**src/rtl/driver_74hc595.sv**
```systemverilog
// Continuous refresh driver for four daisy-chained 74HC595 chains sharing SRCLK/RCLK.
// Optional output-enable control is built when DRIVER_74HC595_OE_EN is defined.
module driver_74hc595 #(
    parameter int WIDTH = 16,
    parameter int DIV   = 1
) (
    input  logic             clk,
    input  logic             reset,
    input  logic [WIDTH-1:0] data_0,
    input  logic [WIDTH-1:0] data_1,
    input  logic [WIDTH-1:0] data_2,
    input  logic [WIDTH-1:0] data_3,
    output logic             SER_0,
    output logic             SER_1,
    output logic             SER_2,
    output logic             SER_3,
    output logic             SRCLK,
    output logic             RCLK,
    output logic             frame_done
`ifdef DRIVER_74HC595_OE_EN
    ,
    input  logic             blank,
    output logic             OEn
`endif
);

    // state    | meaning
    // LOAD     | outputs idle, snapshot data words at end of tick
    // SHIFT_LO | present next bit on SER, SRCLK low
    // SHIFT_HI | SRCLK high, SER held; shift shadow on exit
    // LATCH    | RCLK high, frame_done on first clk
    typedef enum logic [1:0] {LOAD, SHIFT_LO, SHIFT_HI, LATCH} state_t;

    localparam int BW = $clog2(WIDTH);

    state_t           state, state_nxt;
    logic [7:0]       div_cnt;
    logic             tick_end;
    logic [BW-1:0]    bit_cnt, bit_cnt_nxt;
    logic [WIDTH-1:0] data_w  [4];
    logic [WIDTH-1:0] sh      [4];
    logic [WIDTH-1:0] sh_nxt  [4];
    logic [3:0]       ser_q, ser_nxt;
    logic             srclk_nxt, rclk_nxt;

    assign data_w[0] = data_0;
    assign data_w[1] = data_1;
    assign data_w[2] = data_2;
    assign data_w[3] = data_3;

    assign tick_end = (div_cnt == 8'(DIV - 1));

    always_ff @(posedge clk) begin
        if (reset) begin
            state   <= LOAD;
            bit_cnt <= '0;
            div_cnt <= '0;
        end else begin
            div_cnt <= tick_end ? 8'd0 : div_cnt + 8'd1;
            if (tick_end) begin
                state   <= state_nxt;
                bit_cnt <= bit_cnt_nxt;
            end
        end
    end

    // Next-state plus the exit actions of the current state; applied at tick end only.
    always_comb begin
        state_nxt   = state;
        bit_cnt_nxt = bit_cnt;
        for (int k = 0; k < 4; k++) sh_nxt[k] = sh[k];
        case (state)
            LOAD: begin
                for (int k = 0; k < 4; k++) sh_nxt[k] = data_w[k];
                bit_cnt_nxt = '0;
                state_nxt   = SHIFT_LO;
            end
            SHIFT_LO: state_nxt = SHIFT_HI;
            SHIFT_HI: begin
                for (int k = 0; k < 4; k++) sh_nxt[k] = {sh[k][WIDTH-2:0], 1'b0};
                bit_cnt_nxt = bit_cnt + 1'b1;
                state_nxt   = (bit_cnt == BW'(WIDTH - 1)) ? LATCH : SHIFT_LO;
            end
            LATCH:   state_nxt = LOAD;
            default: state_nxt = LOAD;
        endcase
    end

    // Outputs are registered alongside the state so they track it without skew.
    always_comb begin
        srclk_nxt = (state_nxt == SHIFT_HI);
        rclk_nxt  = (state_nxt == LATCH);
        for (int k = 0; k < 4; k++)
            ser_nxt[k] = (state_nxt == SHIFT_LO) ? sh_nxt[k][WIDTH-1] : ser_q[k];
    end

    always_ff @(posedge clk) begin
        if (reset) begin
            for (int k = 0; k < 4; k++) sh[k] <= '0;
            ser_q      <= '0;
            SRCLK      <= 1'b0;
            RCLK       <= 1'b0;
            frame_done <= 1'b0;
        end else begin
            frame_done <= tick_end && (state_nxt == LATCH);
            if (tick_end) begin
                for (int k = 0; k < 4; k++) sh[k] <= sh_nxt[k];
                ser_q <= ser_nxt;
                SRCLK <= srclk_nxt;
                RCLK  <= rclk_nxt;
            end
        end
    end

    assign SER_0 = ser_q[0];
    assign SER_1 = ser_q[1];
    assign SER_2 = ser_q[2];
    assign SER_3 = ser_q[3];

`ifdef DRIVER_74HC595_OE_EN
    // Keep the 595 outputs disabled until the first complete frame has been latched.
    logic oe_armed;

    always_ff @(posedge clk) begin
        if (reset) begin
            oe_armed <= 1'b0;
            OEn      <= 1'b1;
        end else if (frame_done || oe_armed) begin
            oe_armed <= 1'b1;
            OEn      <= blank;
        end
    end
`endif

endmodule

```
**config.mk**
```make
export PLATFORM = sky130hd
export DESIGN_NAME = driver_74hc595
export DESIGN_NICKNAME = d
export VERILOG_FILES = /design/src/rtl/driver_74hc595.sv
export SDC_FILE = /design/constraint.sdc
export NUM_CORES = 1
export LEC_CHECK = 0
export CAP_MARGIN = 20
export CELL_PAD_IN_SITES_DETAIL_PLACEMENT = 0
export CELL_PAD_IN_SITES_GLOBAL_PLACEMENT = 2
export CORE_MARGIN = 4
export CORE_UTILIZATION = 34
export DETAILED_ROUTE_END_ITERATION = 10
export PLACE_DENSITY = 0.87
export SKIP_CTS_REPAIR_TIMING = 1
export SLEW_MARGIN = 15
export SYNTH_ARGS = -nofsm -noshare
export SYNTH_HDL_FRONTEND = slang
export SYNTH_SLANG_ARGS = --single-unit
```
**constraint.sdc**
```tcl
create_clock -name clk -period 3.9 [get_ports clk]
set_input_delay 0.78 -clock clk [delete_from_list [all_inputs] [get_ports clk]]
set_output_delay 0.78 -clock clk [all_outputs]
set_load 0.05 [all_outputs]
```
Word-level counts from Yosys, hierarchy flattened
Memory sizes are Yosys's and may differ from the RTL's.
Cells that the tools add are included.
{ "word_totals": {"register_bits": 21, "mem_bits_rw": 64, "word_cells": 41, "n_memories": 1} }
{ "memory_table": {"columns": ["name", "depth", "word_bits", "read_ports", "rd_clocked_by_memory_dff", "wr", "line", "rtl"], "rows": [
  ["sh", 4, 16, 4, 0, 4, "41", "logic [WIDTH-1:0] sh [4];"]
]} }
{ "op_classes": {"addsub": 2, "eq_ne": 7, "n_mux": 13, "bitwise": 4, "reduce_logical": 7} }
{ "op_table": {"columns": ["op", "n"], "rows": [
  ["$pmux W64 S2", 1],
  ["$mux W16", 4],
  ["$add A8 B1 Y8 const B", 1],
  ["$eq A2 B2 Y1 const B", 4],
  ["$logic_not A8 Y1", 1],
  ["$pmux W2 S4", 1],
  ["$pmux W4 S2", 1],
  ["$mux W1", 5],
  ["$add A4 B1 Y4 const B", 1],
  ["$eq A2 B1 Y1 const B", 2],
  ["$eq A4 B4 Y1 const B", 1],
  ["$or A1 B1 Y1", 4],
  ["$reduce_and A2 Y1", 2],
  ["$logic_not A2 Y1", 1],
  ["$mux W2", 1],
  ["$reduce_bool A2 Y1", 1],
  ["$reduce_or A2 Y1", 1],
  ["$logic_and A1 B1 Y1", 1]
]} }

Logic depth before layout (Yosys ltp)
Gate-level depths: netlist (run 1).
{ "logic_depth": {"ltp_word": 5, "depth_mapped": 7, "mapped_depth_nobuf": 5} }

Worst setup path before layout (run 1)
OpenSTA, ideal clock, no wires.
{ "synth_timing": {"kind": "input to register", "start": "input reset", "end": "memory sh[0][0], enable pin", "arrival_ns": 2.708, "path_slack_ns": 0.772, "cell_stages": 4, "path_buffers": 2, "path_cell_list": "clkbuf_1 inv_1 clkbuf_1 nand2_1"} }
{ "synth_rtl": {"columns": ["element", "line", "rtl"], "rows": [
  ["from (decl)", "8", "input logic reset,"],
  ["to (decl)", "41", null]
]} }

==> reports/metrics.yaml, run 1 <==
mappedNetlistNets: 392
drv_slew: 0
min_period_ns: 2.531
gr-total-overflow: 0
cp_slowest_cell: "clkdlybuf4s50_1"
final_cell_mix: "72 x clkdlybuf4s50_1, 64 x edfxtp_1, 63 x nor2_1, 60 x mux2i_1, 20 x dfxtp_1"
max_stage_delay_ns: 0.62
vdd_drop_max_mv: 0.2994
via_per_inst: 4.932
worstRegToRegCells: 6
ys_types: 41
stdcell_count: 533
max_cap_violations: 0
core_um2: 11030
tritoncts: "built"
dp_cells: 517
critPathRequiredTime_ns: 4.10
netlist.area_leader.share_pct: 49.17
die_area_um2: 13280
drive_gt1_share_pct: 7.379
max_freq_mhz: 395.1
yosys_warnings: 0
layout_commonest_cell: "clkdlybuf4s50_1"
rrSetupSlack_ns: 1.60
worst_slack_ns: 1.369
start_util_pct: 35.44
fin_nets: 457
hp-start: "ser_q[3]$_SDFFE_PP0P_"
min_path_cells: 2
clock_path_buffers: 2
drt-initial-drc-count: 116
worstPathArrival_ns: 2.73
ys_async_sr_fraction_pct: 0
grt_max_degree: 61
drt-total-wl_um: 8112
synth_seq_cells: 85
syn2layout_area_growth_pct: 29.74
crit_buf_inv: 2
root_buffer: "clkbuf_16"
grt_use_total_pct: 12.86
hp-class: "flop to flop"
place_congestion: 0.7646
cts_sinks: 85
post-dp-hpwl_um: 5501
crit_path_frequent_cell: "nor2_1"
wl_per_cell_um: 15.22
placed_cell_area_um2: 4748
cp_max_fo: 29
clock_latency_ns: 0.34
placementRows: 38
worstSetupStartpointType: "primary input"
grt_pass1_wl_um: 13110
relSlewSlack_pct: 58.38
final-setup-viol-count: 0
synthesis.area_um2: 3909
crit_family: "buffers and inverters"
fin_crit_sh_pct: 64.89
critPathKind: "primary input to flop"
first_global_vias: 2646
die_x_um: 115.2
ys.flop_type: "edfxtp_1"
rsz0062_at_grt: "no"
p_leak_uw: 0.001867
yosysSeqAreaShare_pct: 59.92
whs_endpoint: "ser_q[3]$_SDFFE_PP0P_"
skew_ns: 0.007920
cp.depth: 5
cp_cell_sequence: "clkdlybuf4s50_1 > nor2_1 > nand3_2 > buf_4 > nor2_1"
powerDensity_nw_per_um2: 440.1
status: "completed"
synthTopCellsByArea: "edfxtp_1 49%, mux2i_1 15%, dfxtp_1 11%"
drc_errors: 0
finalSetupTns_ns: 0
clk_pin_slew_worst_paths_ns: 0.07
cts_made_buffers: 9
worst_pin_slew_ns: 0.6186
synth-edff-count: 64
synth_cells: 323
antenna_found_initial: 0
synth_top_area_cell: "edfxtp_1"
die_h_um: 115.2
antenna_left: 0
pre_cts_slack_ns: 0.9804
hold_viol: 0
r2r_start: "div_cnt[0]$_SDFF_PP0_"
syn_avg_cell_area_um2: 12.10
dr_total_vias: 2629
r2r_end: "sh[0][6]$_SDFFCE_PN0P_"
endpoint_kind: "flop"
first_pass_iters: 5
htreeDepth: 3
port_buffers: 72
fin_area_um2: 5071
ios: 73
diodes: 0
## registers in the layout, indices dropped and copies added, names as in the netlist
signal	flops
div_cnt	8
bit_cnt	4
RCLK	1
state	2
ser_q	4
frame_done	1
SRCLK	1
sh	64
## worst max path at each step
stage | start | end
after floorplan | reset | sh[0][0]$_SDFFCE_PN0P_
after global placement | reset | sh[0][2]$_SDFFCE_PN0P_
after detailed placement | reset | sh[0][6]$_SDFFCE_PN0P_
after CTS | reset | sh[0][6]$_SDFFCE_PN0P_
after global routing | reset | sh[0][1]$_SDFFCE_PN0P_
final | reset | sh[0][6]$_SDFFCE_PN0P_
## final cells by class
class	instances	area [µm²]
Fill cell	1030	5959
Multi-Input combinational cell	212	1449
Sequential cell	85	2346
Timing Repair Buffer	76	763.2
Tap cell	140	175.2
Clock buffer	9	225.2
Inverter	4	15.01
Clock inverter	7	97.59
## worst register-to-register path, cell delays in order (launching register included)
cell and delay (ns):
dfxtp_1 0.36, inv_1 0.08, ha_1 0.16, nor4b_4 0.42, nand3_2 0.60, buf_4 0.42
nor2_1 0.13
## per-stage QoR
step / util, % / hold WS, ns / power [µW]
floorplan: - / 0.4523 / 1217
global placement: 43.05 / 0.4564 / 1322
detailed placement: 43.05 / 0.4578 / 1327
CTS: 45.97 / 0.4668 / 2256
global route: 45.97 / 0.4913 / 2312
finish: 45.97 / 0.4612 / 2232
## per-layer routing
metal | global-route usage [%] | part of all wire, %
met1 | 16.17 | 45
met2 | 20.95 | 48
met3 | 3.947 | 5.7
met4 | 4.695 | 1.5
met5 | 0 | 0
## synth_stat cells, types with 2 or more instances
cell      count
clkbuf_1      7
a21oi_1       8
nand4b_1      3
nand2_1       8
ha_1          3
nor4_1        2
edfxtp_1     64
buf_2        10
dfxtp_1      21
o211ai_1      4
nor2_1       63
nand3_1       7
mux2_2        4
buf_6         2
mux2i_1      60
or2b_1        3
inv_1         4
nand4_1       3
or3_1         4
nor3_1        6
xor2_1        2
o21ai_0      11
and2_1        4
buf_1         3
## power breakdown
part	switching (µW)	total (µW)	leakage (µW)	internal, µW
Clock	364	928	0.000154	563
Sequential	30.0	1080	0.000893	1050
Combinational	105	228	0.000821	123
Total	499	2230	0.00187	1730
## cells by family (layout without fill, tap and decap cells)
logic type	Yosys count	after routing	share of synthesized area (%)
adder cells (fa/ha/maj)	3	3	0.9604
AND/OR/NAND/NOR	112	112	14.05
AO/OA/AOI/OAI	30	30	4.674
XOR/XNOR	3	3	0.6723
buffers and inverters	26	96	3.201
flip-flops	85	85	59.92
multiplexers	64	64	16.52
(Power assumes the default switching activity.)
==> run 2, diff against run 1 <==
clock period = 2.4 ns   (was 3.9 ns; I/O delays follow)
==> run 2 against run 1 <==
Net effect:
- sequential share of layout area down 0.54 points
- clock power increased by 47%
- count of clock-buffer cells in the layout up 3
- first-iteration DRC count fell by 24%
- via count increased by 0.42%
- clock skew shrank 0.00086 ns
- utilization increased by 0.54 points
- largest cell class unchanged
==> reports/metrics.yaml, run 2 (synthesis results as in run 1) <==
layout_commonest_cell: "clkdlybuf4s50_1"
drc_errors: 0
clock_path_buffers: 2
pre_cts_slack_ns: 0.4344
cts_made_buffers: 9
die_x_um: 115.2
diodes: 0
skew_ns: 0.007057
grt_max_degree: 52
worstPathArrival_ns: 1.49
ff_latch_area_um2: 2346
cp_max_fo: 2
endpoint_kind: "output port"
multi_input_area_um2: 1449
core_um2: 11030
start_util_pct: 35.44
port_buffers: 72
top_register: "sh"
critPathKind: "flop to output port"
cts_sinks: 85
cp_cell_sequence: "clkdlybuf4s50_1"
first_pass_iters: 4
critPathRequiredTime_ns: 1.92
die_area_um2: 13280
fin_nets: 465
via_per_inst: 4.880
fin_crit_sh_pct: 82.26
wl_per_cell_um: 15.09
largest_reg_flops: 64
post-dp-hpwl_um: 5661
hold_viol: 0
drv_slew: 0
worst_pin_slew_ns: 0.4973
antenna_found_initial: 0
crit_family: "buffers and inverters"
syn2layout_area_growth_pct: 31.27
max_cap_violations: 0
p_leak_uw: 0.001906
first_global_vias: 2707
drt-initial-drc-count: 88
final_cell_mix: "72 x clkdlybuf4s50_1, 64 x edfxtp_1, 63 x nor2_1, 60 x mux2i_1, 20 x dfxtp_1"
reg_top3: "sh: 64 flops, div_cnt: 8 flops"
placementRows: 38
postLayoutCoreUtil_pct: 46.52
die_h_um: 115.2
drive_gt1_share_pct: 9.227
worstSetupStartpointType: "flop"
status: "completed"
finalSetupTns_ns: 0
crit_buf_inv: 1
root_buffer: "clkbuf_16"
final-setup-viol-count: 0
place_congestion: 0.7175
grt_use_total_pct: 13.00
max_freq_mhz: 506.5
gr-total-overflow: 0
nFillCells: 1042
worst_slack_ns: 0.4257
antenna_left: 0
power_uw: 3493
whs_ns: 0.4566
clk_pin_slew_worst_paths_ns: 0.06
min_period_ns: 1.974
ios: 73
htreeDepth: 3
cp_slowest_cell: "clkdlybuf4s50_1"
dr_total_vias: 2640
drt-total-wl_um: 8165
relSlewSlack_pct: 66.75
powerDensity_nw_per_um2: 680.8
grt_pass1_wl_um: 13260
max_stage_delay_ns: 0.81
hp-class: "flop to flop"
vdd_drop_max_mv: 0.4189
rsz0062_at_grt: "no"
clock_latency_ns: 0.34
tritoncts: "built"
==> run 2: changes by cell type in the layout (fill, tap and decap cells not counted) <==
| cell | before | now |
|---|---|---|
| clkinv_1 | 1 | 0 |
| buf_12 | 1 | 3 |
| clkbuf_8 | 0 | 1 |
| clkinv_2 | 0 | 1 |
| clkbuf_1 | 0 | 1 |
| bufinv_16 | 2 | 0 |
| clkbuf_16 | 9 | 10 |
| inv_6 | 1 | 0 |
| buf_4 | 3 | 9 |
==> run 2: worst paths after layout <==
path	start	slack (ns)	cells past startpoint	to
hold reg to reg	ser_q[0]$_SDFFE_PP0P_	0.46	2	ser_q[0]$_SDFFE_PP0P_
hold / removal	ser_q[0]$_SDFFE_PP0P_	0.46	2	ser_q[0]$_SDFFE_PP0P_
setup / recovery	RCLK$_SDFFE_PP0P_	0.43	1	RCLK
setup reg to reg	div_cnt[0]$_SDFF_PP0_	0.44	6	div_cnt[3]$_SDFF_PP0_
==> run 2: metrics by stage <==
step,std cells,area [µm²]
final,541,5131
after floorplan,323,3911
after global routing,541,5131
after detailed placement,525,4833
after CTS,541,5131
after global placement,525,4833
==> run 2: cell type report <==
cell class              count  area share (%)
well taps                 140           3.414
repair buffers             84           16.53
flip-flops and latches     85           45.72
inverters                   4          0.2926
clock buffers              12           5.218
clock inverters             4          0.5852
multi-input cells         212           28.24
==> run 2: power by group <==
| group | internal, µW | switching, µW | leakage, µW | total (µW) |
|---|---|---|---|---|
| clock | 795 | 567 | 0.000144 | 1360 |
| combinational | 211 | 178 | 0.000869 | 389 |
| sequential | 1700 | 42.0 | 0.000893 | 1740 |
==> run 2: routing by layer <==
layer  global-route usage [%]  vias up  wire length (µm)
met2                    20.49       60              3870
met1                    16.48     1253              3740
met4                    5.477        0               142
li1                         -     1316                 -
met5                        0        -                 0
met3                    4.211       11               412
